### config.mk
export PLATFORM = sky130hd
export DESIGN_NAME = mul_unit_flat
export DESIGN_NICKNAME = d
export VERILOG_FILES = /design/src/rtl/mul_unit_pkg.sv /design/src/rtl/mul_unit_if.sv /design/src/rtl/mul_unit_multiply.sv /design/src/rtl/mul_unit.sv /design/src/flat_wrapper.sv
export SDC_FILE = /design/constraint.sdc
export NUM_CORES = 1
export LEC_CHECK = 0
export ABC_AREA = 1
export CORE_MARGIN = 8
export CORE_UTILIZATION = 49
export CTS_CLUSTER_SIZE = 30
export DETAILED_ROUTE_END_ITERATION = 7
export PLACE_DENSITY_LB_ADDON = 0.1
export RECOVER_POWER = 25
export SLEW_MARGIN = 10
export SYNTH_ARGS = -nofsm -noshare
export SYNTH_HDL_FRONTEND = slang
export SYNTH_HIERARCHICAL = 1
export SYNTH_SLANG_ARGS = --single-unit
export TNS_END_PERCENT = 50
### constraint.sdc
create_clock -name clk_i -period 3.79 [get_ports clk_i]
set_input_delay 0.5685 -clock clk_i [delete_from_list [all_inputs] [get_ports clk_i]]
set_output_delay 0.5685 -clock clk_i [all_outputs]
set_load 0.05 [all_outputs]
### src/rtl/mul_unit_pkg.sv
// Shared types and op-decode helpers for the pipelined multiply unit.
package mul_unit_pkg;

    typedef enum logic [1:0] {
        MUL_OP_MUL    = 2'b00,
        MUL_OP_MULH   = 2'b01,
        MUL_OP_MULHSU = 2'b10,
        MUL_OP_MULHU  = 2'b11
    } mul_op_e;

    // Returns {a_signed, b_signed}; MUL's low half does not depend on it.
    function automatic logic [1:0] op_signs(mul_op_e op);
        logic [1:0] s;
        s = 2'b11;
        case (op)
            MUL_OP_MUL:    s = 2'b11;
            MUL_OP_MULH:   s = 2'b11;
            MUL_OP_MULHSU: s = 2'b10;
            MUL_OP_MULHU:  s = 2'b00;
            default:       s = 2'b11;
        endcase
        return s;
    endfunction

    function automatic logic op_high(mul_op_e op);
        return op != MUL_OP_MUL;
    endfunction

endpackage

### src/rtl/mul_unit_if.sv
// Upstream issue and downstream result handshakes of mul_unit, bundled as one interface.
interface mul_unit_if
    import mul_unit_pkg::*;
#(
    parameter int p_width = 4
);
    logic               valid_i;
    logic               ready_o;
    logic [p_width-1:0] a_i;
    logic [p_width-1:0] b_i;
    mul_op_e            op_i;
    logic               valid_o;
    logic               ready_i;
    logic [p_width-1:0] result_o;

    modport slave (
        input  valid_i, a_i, b_i, op_i, ready_i,
        output ready_o, valid_o, result_o
    );

    modport master (
        output valid_i, a_i, b_i, op_i, ready_i,
        input  ready_o, valid_o, result_o
    );
endinterface

### src/rtl/mul_unit_multiply.sv
// Combinational multiply core: per-operand signedness, full 2*p_width-bit product.
module multiply #(
    parameter int p_width = 4
) (
    input  logic [p_width-1:0]   a,
    input  logic [p_width-1:0]   b,
    input  logic                 a_signed,
    input  logic                 b_signed,
    output logic [2*p_width-1:0] product
);
    logic signed [2*p_width-1:0] a_ext;
    logic signed [2*p_width-1:0] b_ext;

    // Extending both operands to the product width makes the truncated product exact.
    assign a_ext   = {{p_width{a_signed & a[p_width-1]}}, a};
    assign b_ext   = {{p_width{b_signed & b[p_width-1]}}, b};
    assign product = a_ext * b_ext;
endmodule

### src/rtl/mul_unit.sv
// Two-stage handshaked multiply unit (operand register, result register).
// Optional MUL_UNIT_SKID_EN adds a 2-entry skid buffer after S2 and a registered ready_o.
module mul_unit
    import mul_unit_pkg::*;
#(
    parameter int p_width = 4
) (
    input  logic     clk_i,
    input  logic     reset_i,
    mul_unit_if.slave bus
);
    logic               vld_p1;
    logic [p_width-1:0] a_p1;
    logic [p_width-1:0] b_p1;
    mul_op_e            op_p1;
    logic [1:0]         signs_p1;
    logic [2*p_width-1:0] product_p1;
    logic [p_width-1:0] sel_p1;
    logic               vld_p2;
    logic [p_width-1:0] result_p2;
    logic               in_fire;
    logic               s1_load;
    logic               s2_adv;
    logic               s2_go;

    assign in_fire  = bus.valid_i & bus.ready_o;
    assign s2_adv   = vld_p1 & (~vld_p2 | s2_go);
    assign s1_load  = ~vld_p1 | s2_adv;
    assign signs_p1 = op_signs(op_p1);
    assign sel_p1   = op_high(op_p1) ? product_p1[2*p_width-1:p_width] : product_p1[p_width-1:0];

    multiply #(.p_width(p_width)) u_multiply (
        .a        (a_p1),
        .b        (b_p1),
        .a_signed (signs_p1[1]),
        .b_signed (signs_p1[0]),
        .product  (product_p1)
    );

    // S1: operand register
    always_ff @(posedge clk_i) begin
        if (in_fire) begin
            a_p1  <= bus.a_i;
            b_p1  <= bus.b_i;
            op_p1 <= bus.op_i;
        end
    end

    // S2: selected result register
    always_ff @(posedge clk_i) begin
        if (reset_i) begin
            vld_p1    <= 1'b0;
            vld_p2    <= 1'b0;
            result_p2 <= '0;
        end else begin
            if (s1_load) vld_p1 <= in_fire;
            if (s2_adv) begin
                vld_p2    <= 1'b1;
                result_p2 <= sel_p1;
            end else if (s2_go) begin
                vld_p2 <= 1'b0;
            end
        end
    end

`ifdef MUL_UNIT_SKID_EN
    logic [1:0]         skid_cnt;
    logic [p_width-1:0] skid0;
    logic [p_width-1:0] skid1;
    logic               ready_q;
    logic               pop;
    logic               push;
    logic               deliver;
    logic [2:0]         occ;
    logic [2:0]         occ_next;

    // S2 empties either straight to the consumer (buffer empty) or into the buffer.
    assign s2_go    = vld_p2 & ((skid_cnt != 2'd2) | bus.ready_i);
    assign pop      = (skid_cnt != 2'd0) & bus.ready_i;
    assign push     = s2_go & ~((skid_cnt == 2'd0) & bus.ready_i);
    assign bus.valid_o  = vld_p2 | (skid_cnt != 2'd0);
    assign bus.result_o = (skid_cnt != 2'd0) ? skid0 : result_p2;
    assign bus.ready_o  = ready_q & ~reset_i;
    assign deliver  = bus.valid_o & bus.ready_i;
    assign occ      = {2'b00, vld_p1} + {2'b00, vld_p2} + {1'b0, skid_cnt};
    assign occ_next = occ + {2'b00, in_fire} - {2'b00, deliver};

    // Skid stage: head in skid0, ready registered from next occupancy
    always_ff @(posedge clk_i) begin
        if (reset_i) begin
            skid_cnt <= 2'd0;
            ready_q  <= 1'b1;
        end else begin
            skid_cnt <= skid_cnt + {1'b0, push} - {1'b0, pop};
            ready_q  <= occ_next < 3'd3;
        end
    end

    always_ff @(posedge clk_i) begin
        if (pop) begin
            skid0 <= skid1;
            if (push) begin
                if (skid_cnt == 2'd1) skid0 <= result_p2;
                else                  skid1 <= result_p2;
            end
        end else if (push) begin
            if (skid_cnt == 2'd0) skid0 <= result_p2;
            else                  skid1 <= result_p2;
        end
    end
`else
    assign s2_go        = vld_p2 & bus.ready_i;
    assign bus.valid_o  = vld_p2;
    assign bus.result_o = result_p2;
    assign bus.ready_o  = ~reset_i & s1_load;
`endif

endmodule

### src/flat_wrapper.sv
// flat-port wrapper written by rule: the top's interface ports become plain ports
module mul_unit_flat import mul_unit_pkg::*;
#(
    parameter int p_width = 4
)
  (clk_i, reset_i, bus_valid_i, bus_a_i, bus_b_i, bus_op_i, bus_ready_i, bus_ready_o, bus_valid_o, bus_result_o);
  mul_unit_if #(.p_width(p_width)) bus_i ();
  input  logic clk_i;
  input  logic reset_i;
  input wire logic [$bits(bus_i.valid_i)-1:0] bus_valid_i;
  input wire logic [$bits(bus_i.a_i)-1:0] bus_a_i;
  input wire logic [$bits(bus_i.b_i)-1:0] bus_b_i;
  input wire logic [$bits(bus_i.op_i)-1:0] bus_op_i;
  input wire logic [$bits(bus_i.ready_i)-1:0] bus_ready_i;
  output wire logic [$bits(bus_i.ready_o)-1:0] bus_ready_o;
  output wire logic [$bits(bus_i.valid_o)-1:0] bus_valid_o;
  output wire logic [$bits(bus_i.result_o)-1:0] bus_result_o;
  assign bus_i.valid_i = bus_valid_i;
  assign bus_i.a_i = bus_a_i;
  assign bus_i.b_i = bus_b_i;
  assign bus_i.op_i = bus_op_i;
  assign bus_i.ready_i = bus_ready_i;
  assign bus_ready_o = bus_i.ready_o;
  assign bus_valid_o = bus_i.valid_o;
  assign bus_result_o = bus_i.result_o;
  mul_unit #(.p_width(p_width)) u_core (.clk_i(clk_i), .reset_i(reset_i), .bus(bus_i));
endmodule
==> key figures <==
Pwr
  – Sw Ratio: 0.358
  – Sequential Power Share: 0.395
  – Net switching power: between 0.00015 and 0.0002 W
  – Combinational power share: 0.435
  – Peak VDD IR: roughly 0.00022 V
  – LEAKAGE: just under 1 nW
  – PwrDens: around 290 nW/um^2
  – Clock network fraction of design power: 0.171
  – Int Pwr: roughly 0.00033 W

Route
  – DRT iter0 DRCs: 49
  – Via/cell ratio: around 4.7
  – Residual DRC count: 0
  – Antenna Nets Post-Route: 0
  – DRT Pass-1 Iters: 4
  – Total number of vias: about 1,200
  – Wire length per cell: roughly 12 um
  – WL final: roughly 3000 um

Floorplanning
  – I/O pin count: 20
  – Die height: about 71 um
  – Core Rows: 20
  – Area of the core: between 2000 and 3000 um^2
  – Die Span X: between 70 and 80 um
  – Starting density of the core: 0.494
  – Die Footprint: roughly 5000 um^2

Finish
  – Antenna Cells: 0
  – Syn-to-layout area delta: 21.7%
  – NumNets Final: 259
  – Share of layout cells above drive strength 1: 0.0909

Logic synthesis
  – Ranking of synthesized cells by area: edfxtp_1, fa_1, nand2_1
  – Synth Instances: around 190
  – Synth warn: 6
  – Sequential share of the synthesized area: 0.288
  – Syn nets: around 230
  – Synth Area per Inst: roughly 7.5 um^2
  – Synth area leader: edfxtp_1
  – Post-synthesis cell type count: 18
  – Yosys reg bits: 16
  – Post-synth design cell area: roughly 1500 um^2
  – Top-area cell type share of the netlist area: 0.206

Timing
  – Worst-Margin Slew: 780 ps
  – Fin Hold WS: 524 ps
  – Setup clock skew after layout: between 6 and 7 ps
  – Period utilization: 0.924
  – Final Max Tran Viols: 0
  – Setup tns final: 0 ps
  – Hold Vio Cnt, Final: 0
  – Slew margin rel.: 0.478
  – Final min period: 3500 ps
  – Fmax: ~0.29 GHz
  – RSZ-0062 raised after global routing: false
  – Final setup violation count: 0

CTS
  – # H-tree levels: 1
  – Clock buffer depth: 2
  – CTS tree: done
  – CTS Root Cell: clkbuf_4
  – CTS buffer count: 3
  – Worst skew pair latency: roughly 280 ps
  – Sink Count: 16
  – Clk slew on worst S/H paths: 90 ps

Setup path
  – Reg2Reg Depth: 19
  – Worst Path Arrival: between 3000 and 4000 ps
  – Worst R2R Setup Slack: between 200 and 300 ps
  – CP Max Fanout: 4
  – Classification of the worst setup path: reg -> reg
  – Worst setup EP type: flip-flop
  – Worst EP required: just under 4000 ps
  – Critical path launch point type: flip-flop

Place
  – # port buffers: 19
  – Placer Congestion: 0.882
  – Post-DP HPWL: 2500 um

GRT
  – First-pass GRT wire length: between 5000 and 6000 um
  – Vias in the first global route: ~1,300
  – Total track usage: 0.123
  – Initial antenna violation count: 0
  – Congestion Overflow GR: 0
  – Largest net degree at the start of global routing: 11

Worst hold path
  – Hold Path Stages: 2
  – HP Class: reg -> reg

Status
  – Status: finished clean

Run
  – Max Cap Viol: 0
sequential cells by signal (all words and copies together) (netlist names):
signal	cells
u_core/b_p1	4
u_core/vld_p1	1
u_core/a_p1	4
u_core/bus.valid_o	1
u_core/bus.result_o	4
u_core/op_p1	2
repair_timing:
| action | in CTS | in global routing |
|---|---|---|
| endpoints found under the setup margin | 0 | 1 |
| gates resized for setup | 0 | 6 |
| hold buffers | 0 | 0 |
| setup buffers | 0 | 2 |
per-layer routing:
layer,wire length [um],part of all wire,global-route usage
met3,120,0.041,0.0212
met4,29,0.0098,0.0531
met5,0,0,0
met1,1310,0.44,0.130
met2,1490,0.50,0.232
stage by stage:
step	worst slack (ps)	power [W]	area [um^2]	util	cells
after global routing	18.8	0.000558	1780	0.601	253
after global placement	166	0.000405	1700	0.575	247
final	287	0.000517	1780	0.601	253
after CTS	38.5	0.000502	1720	0.584	251
after floorplan	155	0.000354	1460	-	194
after detailed placement	51.0	0.000412	1700	0.575	247
synthesized netlist by cell type:
library cell and number:
a21oi_1 4, or2_1 3, edfxtp_1 10, xor2_1 1, xnor2_1 1, nor2_1 14, inv_1 52, ha_1 12
nand2_1 63, buf_4 1, nand3_2 3, nand2_4 1, nand3_1 8, inv_2 1, a21oi_2 1, dfxtp_1 6
nand2_2 1, fa_1 12
layout by cell type, fill, tap and decap left out:
master and n:
nand3_2 3, xor2_1 1, nand2_1 62, ha_4 2
a21oi_2 2, nand2_4 1, a21oi_1 3, xnor2_1 1
inv_2 1, buf_4 4, edfxtp_1 10, inv_1 52
ha_1 10, clkbuf_4 3, or2_1 3, clkdlybuf4s50_1 11
dlygate4sd3_1 8, fa_1 10, nand2_2 2, nand3_1 8
fa_2 2, nor2_1 14, dfxtp_1 6, clkinv_1 1
worst paths after layout:
path / startpoint / end
setup / recovery: u_core/op_p1[1] / u_core/bus.result_o[3]
hold / removal: u_core/vld_p1 / u_core/bus.valid_o
setup reg to reg: u_core/op_p1[1] / u_core/bus.result_o[3]
hold reg to reg: u_core/vld_p1 / u_core/bus.valid_o
power by group through the flow:
| stage | registers (W) | logic (W) | clock network (W) |
|---|---|---|---|
| after global placement | 0.000208 | 0.000198 | 0 |
| after global routing | 0.000205 | 0.000255 | 0.0000977 |
| final | 0.000204 | 0.000225 | 0.0000883 |
| after CTS | 0.000204 | 0.000206 | 0.0000914 |
| after floorplan | 0.000222 | 0.000132 | 0 |
| after detailed placement | 0.000208 | 0.000204 | 0 |
kinds of logic after synthesis:
logic type | after synthesis | synth area share
buffers and inverters | 54 | 0.142
AO/OA/AOI/OAI | 5 | 0.0197
XOR/XNOR | 2 | 0.0120
adder cells (fa/ha/maj) | 24 | 0.268
AND/OR/NAND/NOR | 93 | 0.271
flip-flops | 16 | 0.288
worst max-delay path, cell delays in order (launching register included):
cell	delay (ps)
edfxtp_1	390
inv_1	90
nand2_2	90
or2_1	240
fa_1	510
fa_1	520
fa_1	560
inv_1	70
ha_4	280
nand3_1	90
nand2_1	70
nand2_1	40
nand2_1	70
inv_1	40
nand3_1	70
nand2_1	60
nand2_1	60
nand2_1	50
nor2_1	90
nor2_1	40
layout make-up:
| cell class | instances | area (um^2) |
|---|---|---|
| clock inverter | 1 | 3.75 |
| sequential | 16 | 420 |
| timing repair buffer | 23 | 220 |
| multi-input combinational | 124 | 868 |
| inverter | 53 | 199 |
| tap | 33 | 41.3 |
| fill | 284 | 1180 |
| clock buffer | 3 | 22.5 |
Note: power is estimated with default switching activity, not from simulation.
